<file path="config.mk">
export PLATFORM = sky130hd
export DESIGN_NAME = bin2bcd_seq
export DESIGN_NICKNAME = d
export VERILOG_FILES = /design/src/rtl/bin2bcd_pkg.sv /design/src/rtl/bcd_digit_adj.sv /design/src/rtl/bin2bcd_seq.sv
export SDC_FILE = /design/constraint.sdc
export NUM_CORES = 1
export LEC_CHECK = 0
export ABC_AREA = 0
export CORE_UTILIZATION = 51
export CTS_BUF_LIST = sky130_fd_sc_hd__clkbuf_16
export CTS_CLUSTER_SIZE = 10
export DETAILED_ROUTE_END_ITERATION = 10
export PLACE_DENSITY = 0.88
export SLEW_MARGIN = 25
export SYNTH_ARGS = -nofsm -noshare
export SYNTH_HDL_FRONTEND = slang
export SYNTH_SLANG_ARGS = --single-unit
</file>
<file path="constraint.sdc">
create_clock -name clk -period 2.01 [get_ports clk]
set_input_delay 0.201 -clock clk [delete_from_list [all_inputs] [get_ports clk]]
set_output_delay 0.201 -clock clk [all_outputs]
set_load 0.005 [all_outputs]
</file>
<file path="src/rtl/bin2bcd_pkg.sv">
// ---------------------------------------------------------------------------
// bin2bcd_pkg
// Shared types and constants for the sequential binary-to-BCD converter.
//   state_t      : converter FSM states (IDLE / SHIFT / DONE)
//   ADD3_THRESH  : a digit at or above this value is corrected before a shift
//   ADD3_CORR    : correction added to such a digit
// ---------------------------------------------------------------------------
package bin2bcd_pkg;

   typedef enum logic [1:0] {
      IDLE  = 2'd0,
      SHIFT = 2'd1,
      DONE  = 2'd2
   } state_t;

   localparam logic [3:0] ADD3_THRESH = 4'd5;
   localparam logic [3:0] ADD3_CORR   = 4'd3;

endpackage : bin2bcd_pkg

</file>
<file path="src/rtl/bcd_digit_adj.sv">
// ---------------------------------------------------------------------------
// bcd_digit_adj
// One combinational add-3 correction cell for a single BCD digit.
// A digit >= 5 would become >= 10 after the next doubling, so adding 3
// first makes the carry land in the next digit.
//   digit_in  [3:0] : accumulator digit before correction
//   digit_out [3:0] : corrected digit
// ---------------------------------------------------------------------------
module bcd_digit_adj
   import bin2bcd_pkg::*;
(
   input  logic [3:0] digit_in,
   output logic [3:0] digit_out
);

   always_comb begin
      if (digit_in >= ADD3_THRESH) digit_out = digit_in + ADD3_CORR;
      else                         digit_out = digit_in;
   end

endmodule : bcd_digit_adj

</file>
<file path="src/rtl/bin2bcd_seq.sv">
// ---------------------------------------------------------------------------
// bin2bcd_seq
// Sequential shift-and-add3 binary-to-BCD converter, one bit per cycle.
//
// Parameters
//   WIDTH  : binary operand width (4..20)
//   DIGITS : number of BCD digits in the result
//
// Ports
//   clk        in   sole clock, rising edge
//   rst_n      in   asynchronous active-low reset
//   in_valid   in   operand present on in_bin
//   in_ready   out  converter is idle and accepts an operand
//   in_bin     in   binary operand [WIDTH-1:0]
//   out_valid  out  result present on out_bcd
//   out_ready  in   consumer takes the result
//   out_bcd    out  BCD result [4*DIGITS-1:0], digit 0 in bits [3:0]
//   busy       out  conversion in progress (SHIFT state)
//   out_blank  out  [DIGITS-1:0] leading-zero blanking flags, only when
//                   BIN2BCD_SEQ_BLANK_EN is defined
//
// Handshake: a transfer happens on a rising edge where valid and ready are
// both 1. The producer holds valid (and data) until that edge; ready may
// depend on state only. Input is taken only in IDLE; anything offered in
// SHIFT or DONE is dropped, not queued. The result stays on out_bcd after
// it is taken until the next operand is accepted.
//
// Timing: the accepting edge loads the operand; WIDTH edges perform the
// shifts; one more edge moves SHIFT->DONE, so out_valid rises WIDTH+1 edges
// after acceptance.
// ---------------------------------------------------------------------------
module bin2bcd_seq
   import bin2bcd_pkg::*;
#(
   parameter int WIDTH  = 10,
   parameter int DIGITS = 4
)(
   input  logic                  clk,
   input  logic                  rst_n,
   input  logic                  in_valid,
   output logic                  in_ready,
   input  logic [WIDTH-1:0]      in_bin,
   output logic                  out_valid,
   input  logic                  out_ready,
   output logic [4*DIGITS-1:0]   out_bcd,
   output logic                  busy
`ifdef BIN2BCD_SEQ_BLANK_EN
   ,
   output logic [DIGITS-1:0]     out_blank
`endif
);

   localparam int BW = 4 * DIGITS;
   localparam int CW = $clog2(WIDTH + 1);

   state_t            state_q;
   state_t            state_d;
   logic [CW-1:0]     count_q;
   logic [WIDTH-1:0]  op_q;
   logic [BW-1:0]     acc_q;
   logic [BW-1:0]     acc_adj;
   logic [BW+WIDTH-1:0] shifted;
   logic              accept;
   logic              shift_en;

   assign accept   = (state_q == IDLE) && in_valid;
   assign shift_en = (state_q == SHIFT) && (count_q != '0);

   // Single time-shared bank of correction cells over the accumulator.
   for (genvar g = 0; g < DIGITS; g++) begin : g_adj
      bcd_digit_adj u_adj (
         .digit_in  (acc_q[4*g +: 4]),
         .digit_out (acc_adj[4*g +: 4])
      );
   end

   // Corrected accumulator and remaining operand bits move left as one word.
   assign shifted = {acc_adj, op_q} << 1;

   // ---------------- FSM: state register ----------------
   always_ff @(posedge clk or negedge rst_n) begin
      if (!rst_n) state_q <= IDLE;
      else        state_q <= state_d;
   end

   // ---------------- FSM: next state ----------------
   always_comb begin
      state_d = state_q;
      case (state_q)
         IDLE:    if (in_valid)         state_d = SHIFT;
         SHIFT:   if (count_q == '0)    state_d = DONE;
         DONE:    if (out_ready)        state_d = IDLE;
         default:                       state_d = IDLE;
      endcase
   end

   // ---------------- FSM: outputs ----------------
   always_comb begin
      in_ready  = (state_q == IDLE);
      out_valid = (state_q == DONE);
      busy      = (state_q == SHIFT);
   end

   // ---------------- datapath ----------------
   always_ff @(posedge clk or negedge rst_n) begin
      if (!rst_n) begin
         count_q <= '0;
         op_q    <= '0;
         acc_q   <= '0;
      end else if (accept) begin
         count_q <= CW'(WIDTH);
         op_q    <= in_bin;
         acc_q   <= '0;
      end else if (shift_en) begin
         count_q <= count_q - CW'(1);
         op_q    <= shifted[WIDTH-1:0];
         acc_q   <= shifted[BW+WIDTH-1:WIDTH];
      end
   end

   assign out_bcd = acc_q;

`ifdef BIN2BCD_SEQ_BLANK_EN
   // Bit i set when digit i and every digit above it are zero. Digit 0 is
   // never blanked so a zero result still shows one digit. Gated by
   // out_valid so the flags read 0 outside DONE, including in reset.
   always_comb begin
      logic zero_above;
      zero_above = 1'b1;
      out_blank  = '0;
      for (int i = DIGITS - 1; i >= 1; i--) begin
         zero_above   = zero_above && (acc_q[4*i +: 4] == 4'd0);
         out_blank[i] = zero_above && out_valid;
      end
   end
`endif

endmodule : bin2bcd_seq

</file>
* Word level (Yosys, flattened, before mapping) *
Cells that the tools add are included.
Widths: inputs -> output; s select.

operators by class
  reduce and logical (&&, ||, !) cells = 7
  add/subtract/negate cells = 5
  magnitude comparators = 4
  equal/unequal tests = 5
  muxes and demuxes = 14

operator list
  operator             count
  $mux 16              2
  $mux 10              2
  $mux 4               5
  $ge 4x3->1 const B   4
  $add 4x2->4 const B  3
  $mux 2               3
  $pmux 2 s3           1
  $logic_not 4->1      1
  $ne 2x1->1 const B   2
  $reduce_bool 4->1    1
  $sub 4x1->4 const B  1
  $add 3x2->3 const B  1
  $mux 3               1
  $reduce_and 3->1     1
  $eq 2x1->1 const B   1
  $eq 2x2->1 const B   1
  $logic_and 1x1->1    2
  $logic_not 2->1      1
  $ne 2x2->1 const B   1
  $reduce_bool 2->1    1

storage, ports and cells
  logic and storage cells = 39
  bits of input ports = 14
  output and inout bits = 19
  flip-flop bits (word level) = 32

* Logic depth before layout (Yosys ltp) *
  word-level depth = 4
  depth in mapped cells = 8
  mapped depth without buffers = 6

* Modules after synthesis *
A second synthesis with hierarchy kept.

second synthesis, totals
  cells, all modules = 208
  area, all modules = 1918.1 sq um

by module, submodules not included
  module         cells each  instances  area each (sq um)
  bin2bcd_seq    144         1          1512.7
  bcd_digit_adj  16          4          101.3

* Worst setup path before layout *
OpenSTA, ideal clock, no wires.

  path type = register to register
  start = reg count_q[0]
  end = reg op_q[4]
  slack = 212 ps
  buffers on the path = 2
  arrival = 1673 ps
  period minus slack after synthesis = 1798 ps
  setup time = 126 ps
  data required time = 1884 ps
  cell stages (with the launch flop) = 8
  cell sequence = dfrtp_1 -> inv_1 -> ha_1 -> or3b_4 -> and2_4 -> buf_6 -> buf_6 -> a221o_1

between the ends
  longest elaborated chain between the ends = 3

ends and longest elaborated chain
  item                                line                RTL
  from (decl)                         bin2bcd_seq.sv:58   logic [CW-1:0] count_q;
  from (signal assigned)              bin2bcd_seq.sv:111  count_q <= CW'(WIDTH);
  from (signal assigned)              bin2bcd_seq.sv:115  count_q <= count_q - CW'(1);
  $reduce_bool 4->1                   bin2bcd_seq.sv:67   assign shift_en = (state_q == SHIFT) && (count_q != '0);
  $logic_and 1x1->1                   bin2bcd_seq.sv:67
  $reduce_bool 2->1 (no source line)  -
  to (signal assigned)                bin2bcd_seq.sv:112  op_q <= in_bin;
  to (signal assigned)                bin2bcd_seq.sv:116  op_q <= shifted[WIDTH-1:0];
  to (decl)                           bin2bcd_seq.sv:59   logic [WIDTH-1:0] op_q;

No other way between the ends.
A chain may end at the register's enable or synchronous reset.

* Final worst setup path *
  start = reg count_q[0]
  end = reg op_q[3]

The elaborated chain is that of the path after synthesis.

==> results <==
[registers in the layout, summed over array words and instances, names as in the netlist]
| signal | cells |
|---|---|
| count_q | 4 |
| out_bcd | 16 |
| state_q | 2 |
| op_q | 10 |
[worst reg2reg max path, stage by stage, from the launching register on]
cell	delay, ps
dfrtp_1	400
inv_1	100
ha_1	140
or3b_4	390
and2_4	250
a221o_1	380
[synthesized netlist by cell type]
| master | n |
|---|---|
| or3b_4 | 1 |
| inv_1 | 11 |
| xnor2_1 | 4 |
| o21ai_0 | 20 |
| nand2_1 | 12 |
| and2_1 | 1 |
| nor2_1 | 5 |
| and2_4 | 1 |
| o31ai_1 | 1 |
| buf_2 | 4 |
| dfrtp_1 | 32 |
| ha_1 | 10 |
| and3_1 | 8 |
| buf_6 | 2 |
| a221o_1 | 8 |
| nand2b_1 | 6 |
| a32o_1 | 1 |
| nor2b_1 | 1 |
| nand3_1 | 15 |
| a31oi_1 | 1 |
| mux2_2 | 4 |
| nor3_1 | 1 |
| mux2i_1 | 1 |
| o211ai_1 | 2 |
| a21oi_1 | 12 |
| clkbuf_1 | 4 |
| nor3b_1 | 3 |
| a211oi_1 | 1 |
[final timing paths]
kind	to	slack, ps	depth (start not counted)
max in group asynchronous	out_bcd[3]$_DFFE_PN0P_	1400	2
worst max-delay path	op_q[3]$_DFFE_PN0P_	230	5
min in group clk	op_q[0]$_DFFE_PN0P_	460	3
worst min-delay path	state_q[1]$_DFFE_PN0P_	320	2
worst max register to register	op_q[3]$_DFFE_PN0P_	230	5
worst min register to register	out_bcd[0]$_DFFE_PN0P_	470	2
[through the flow]
stage	area (sq um)	worst slack, ps
6_report	2180	234
4_1_cts	2180	230
2_1_floorplan	1690	212
5_1_grt	2180	161
3_5_place_dp	2040	251
3_3_place_gp	2040	320
[cells by family after synthesis]
| logic type | after synthesis |
|---|---|
| and+or+nand+nor | 54 |
| AOI/OAI and AO/OA | 46 |
| DFF | 32 |
| buffers and inverters | 21 |
| adders and majority gates | 10 |
| muxes | 5 |
| xor gates and xnor gates | 4 |
[power breakdown]
group | internal [mW] | leakage (nW) | switching, mW | total, mW
Sequential | 0.947 | 0.399 | 0.265 | 1.21
Clock | 0.445 | 0.0738 | 0.263 | 0.708
Combinational | 0.947 | 0.516 | 0.900 | 1.85
[per-layer routing]
| layer | wire [microns] | global-route usage (%) |
|---|---|---|
| met5 | 0 | 0 |
| met2 | 1920 | 41.9 |
| met1 | 1630 | 28.3 |
| met3 | 174 | 7.21 |
| met4 | 59 | 10.6 |
[layout make-up]
type | count | area [sq um]
multi-input combinational | 119 | 788
tap | 44 | 55.1
sequential | 32 | 801
inverter | 11 | 41.3
fill | 263 | 923
timing repair buffer | 37 | 358
clock buffer | 5 | 125
clock inverter | 3 | 11.3
==> flow_metrics.env <==
export IMPL_power_leakage_nw=0.989
export IMPL_synthMuxAreaShare_pct=3.26
export IMPL_finalNetCount=230
export IMPL_cpPeakStageDelay_ps=400
export IMPL_period_share_pct=88.3
export IMPL_synth_compound_area_share_pct=17.0
export IMPL_grt_overflow_total=0
export IMPL_cts_buffers=5
export IMPL_synth_seq_cells=32
export IMPL_rows=20
export IMPL_cts_tree="built"
export IMPL_vias=1385
export IMPL_ios=33
export IMPL_syn_num_nets=196
export IMPL_finalSetupViolCount=0
export IMPL_core_sq_mm=0.00310
export IMPL_synth_cells=172
export IMPL_crit_arrival_ps=1930
export IMPL_tightest_slew_ps=411
export IMPL_drcViolationCount=0
export IMPL_dieWidth_microns=59.5
export IMPL_power_total_mw=3.77
export IMPL_p_per_area_mw_per_mm2=1730
export IMPL_dp_cells=243
export IMPL_worst_path_max_delay_cell="dfrtp_1"
export IMPL_post_route_min_period_ps=1780
export IMPL_die_area_sq_mm=0.00354
export IMPL_n_antenna_cell=0
export IMPL_post_dp_hpwl_microns=2460
export IMPL_fin_hold_ws_ps=315
export IMPL_seq_area_frac_synth_pct=47.4
export IMPL_crit_path_end_kind="flop"
export IMPL_die_y_microns=59.5
export IMPL_h_tree_depth=2
export IMPL_grt_pass1_vias=1386
export IMPL_initial_core_util_pct=54.4
export IMPL_root_buffer="clkbuf_16"
export IMPL_status="finished, final reports clean"
export IMPL_fin_worst_skew_ps=6.42
export IMPL_hold_path_class="in -> async"
export IMPL_regToRegStartpoint="count_q[0]$_DFFE_PN0P_"
export IMPL_synth_adder_area_share_pct=7.41
export IMPL_criticalPathCategory="reg -> reg"
export IMPL_fin_setup_tns_ps=0
export IMPL_yosysTopAreaCell="dfrtp_1"
export IMPL_layout_common_cells="32 x dfrtp_1, 32 x clkdlybuf4s50_1, 20 x o21ai_0"
export IMPL_utilization_pct=70.2
export IMPL_drt_iter0_markers=82
export IMPL_finalWirelength_microns=3780
export IMPL_synth_cell_types=28
export IMPL_crit_buf_inv=1
export IMPL_grtUsageTotal_pct=24.5
export IMPL_synthSimpleGateAreaFrac_pct=17.0
export IMPL_synth_warnings=0
export IMPL_ctsHoldBuffers=0
export IMPL_cts_buffer_depth=2
export IMPL_post_cts_buffers=0
export IMPL_maxSlewViolCount=0
export IMPL_grt_pass1_wl_microns=6340
export IMPL_grt_max_degree=33
export IMPL_synth_top_area_share_pct=47.4
export IMPL_firstDrtPassIters=4
export IMPL_antenna_found_initial=0
export IMPL_critPathLaunch="count_q[0]$_DFFE_PN0P_"
export IMPL_clkTransAtPathRegs_ps=60
export IMPL_cts_sinks=32
export IMPL_hold_viol=0
export IMPL_peakVddDrop_mv=0.921
export IMPL_worst_setup_path_start_kind="flop"
export IMPL_synth_area_leaders="dfrtp_1 47%, ha_1 7.4%, o21ai_0 5.9%, a221o_1 4.7%, nand3_1 4.4%"
export IMPL_maxClockFrequency_mhz=563
export IMPL_ant_nets=0
export IMPL_max_slew_margin_rel_pct=72.5
export IMPL_areaGrowthSynthToFinish_pct=29.1
export IMPL_crit_required_ps=2160
export IMPL_rsz0062_at_grt="false"
export IMPL_path_cells="inv_1 -> ha_1 -> or3b_4 -> and2_4 -> a221o_1"
export IMPL_syn_avg_cell_area_sq_um=9.81
export IMPL_path_delay_family="simple AND/OR/NAND/NOR gates"
export IMPL_routabilityCongestion=0.751
export IMPL_post_cts_resized=0
export IMPL_cp_max_fo=24
export IMPL_drive_gt1_share_pct=7.73
export IMPL_synthXorXnorAreaFrac_pct=2.08
export IMPL_drv_cap=0
export IMPL_wl_per_cell_microns=15.1
export IMPL_synth_top_family_by_area="compound AO/OA/AOI/OAI gates"
export IMPL_via_per_inst=5.52
export IMPL_syn_area_sq_mm=0.00169
export IMPL_port_buffers=32
export IMPL_clkLatencyLatePin_ps=280
export IMPL_final_cells=251
Power figures use the tool's default switching activity.
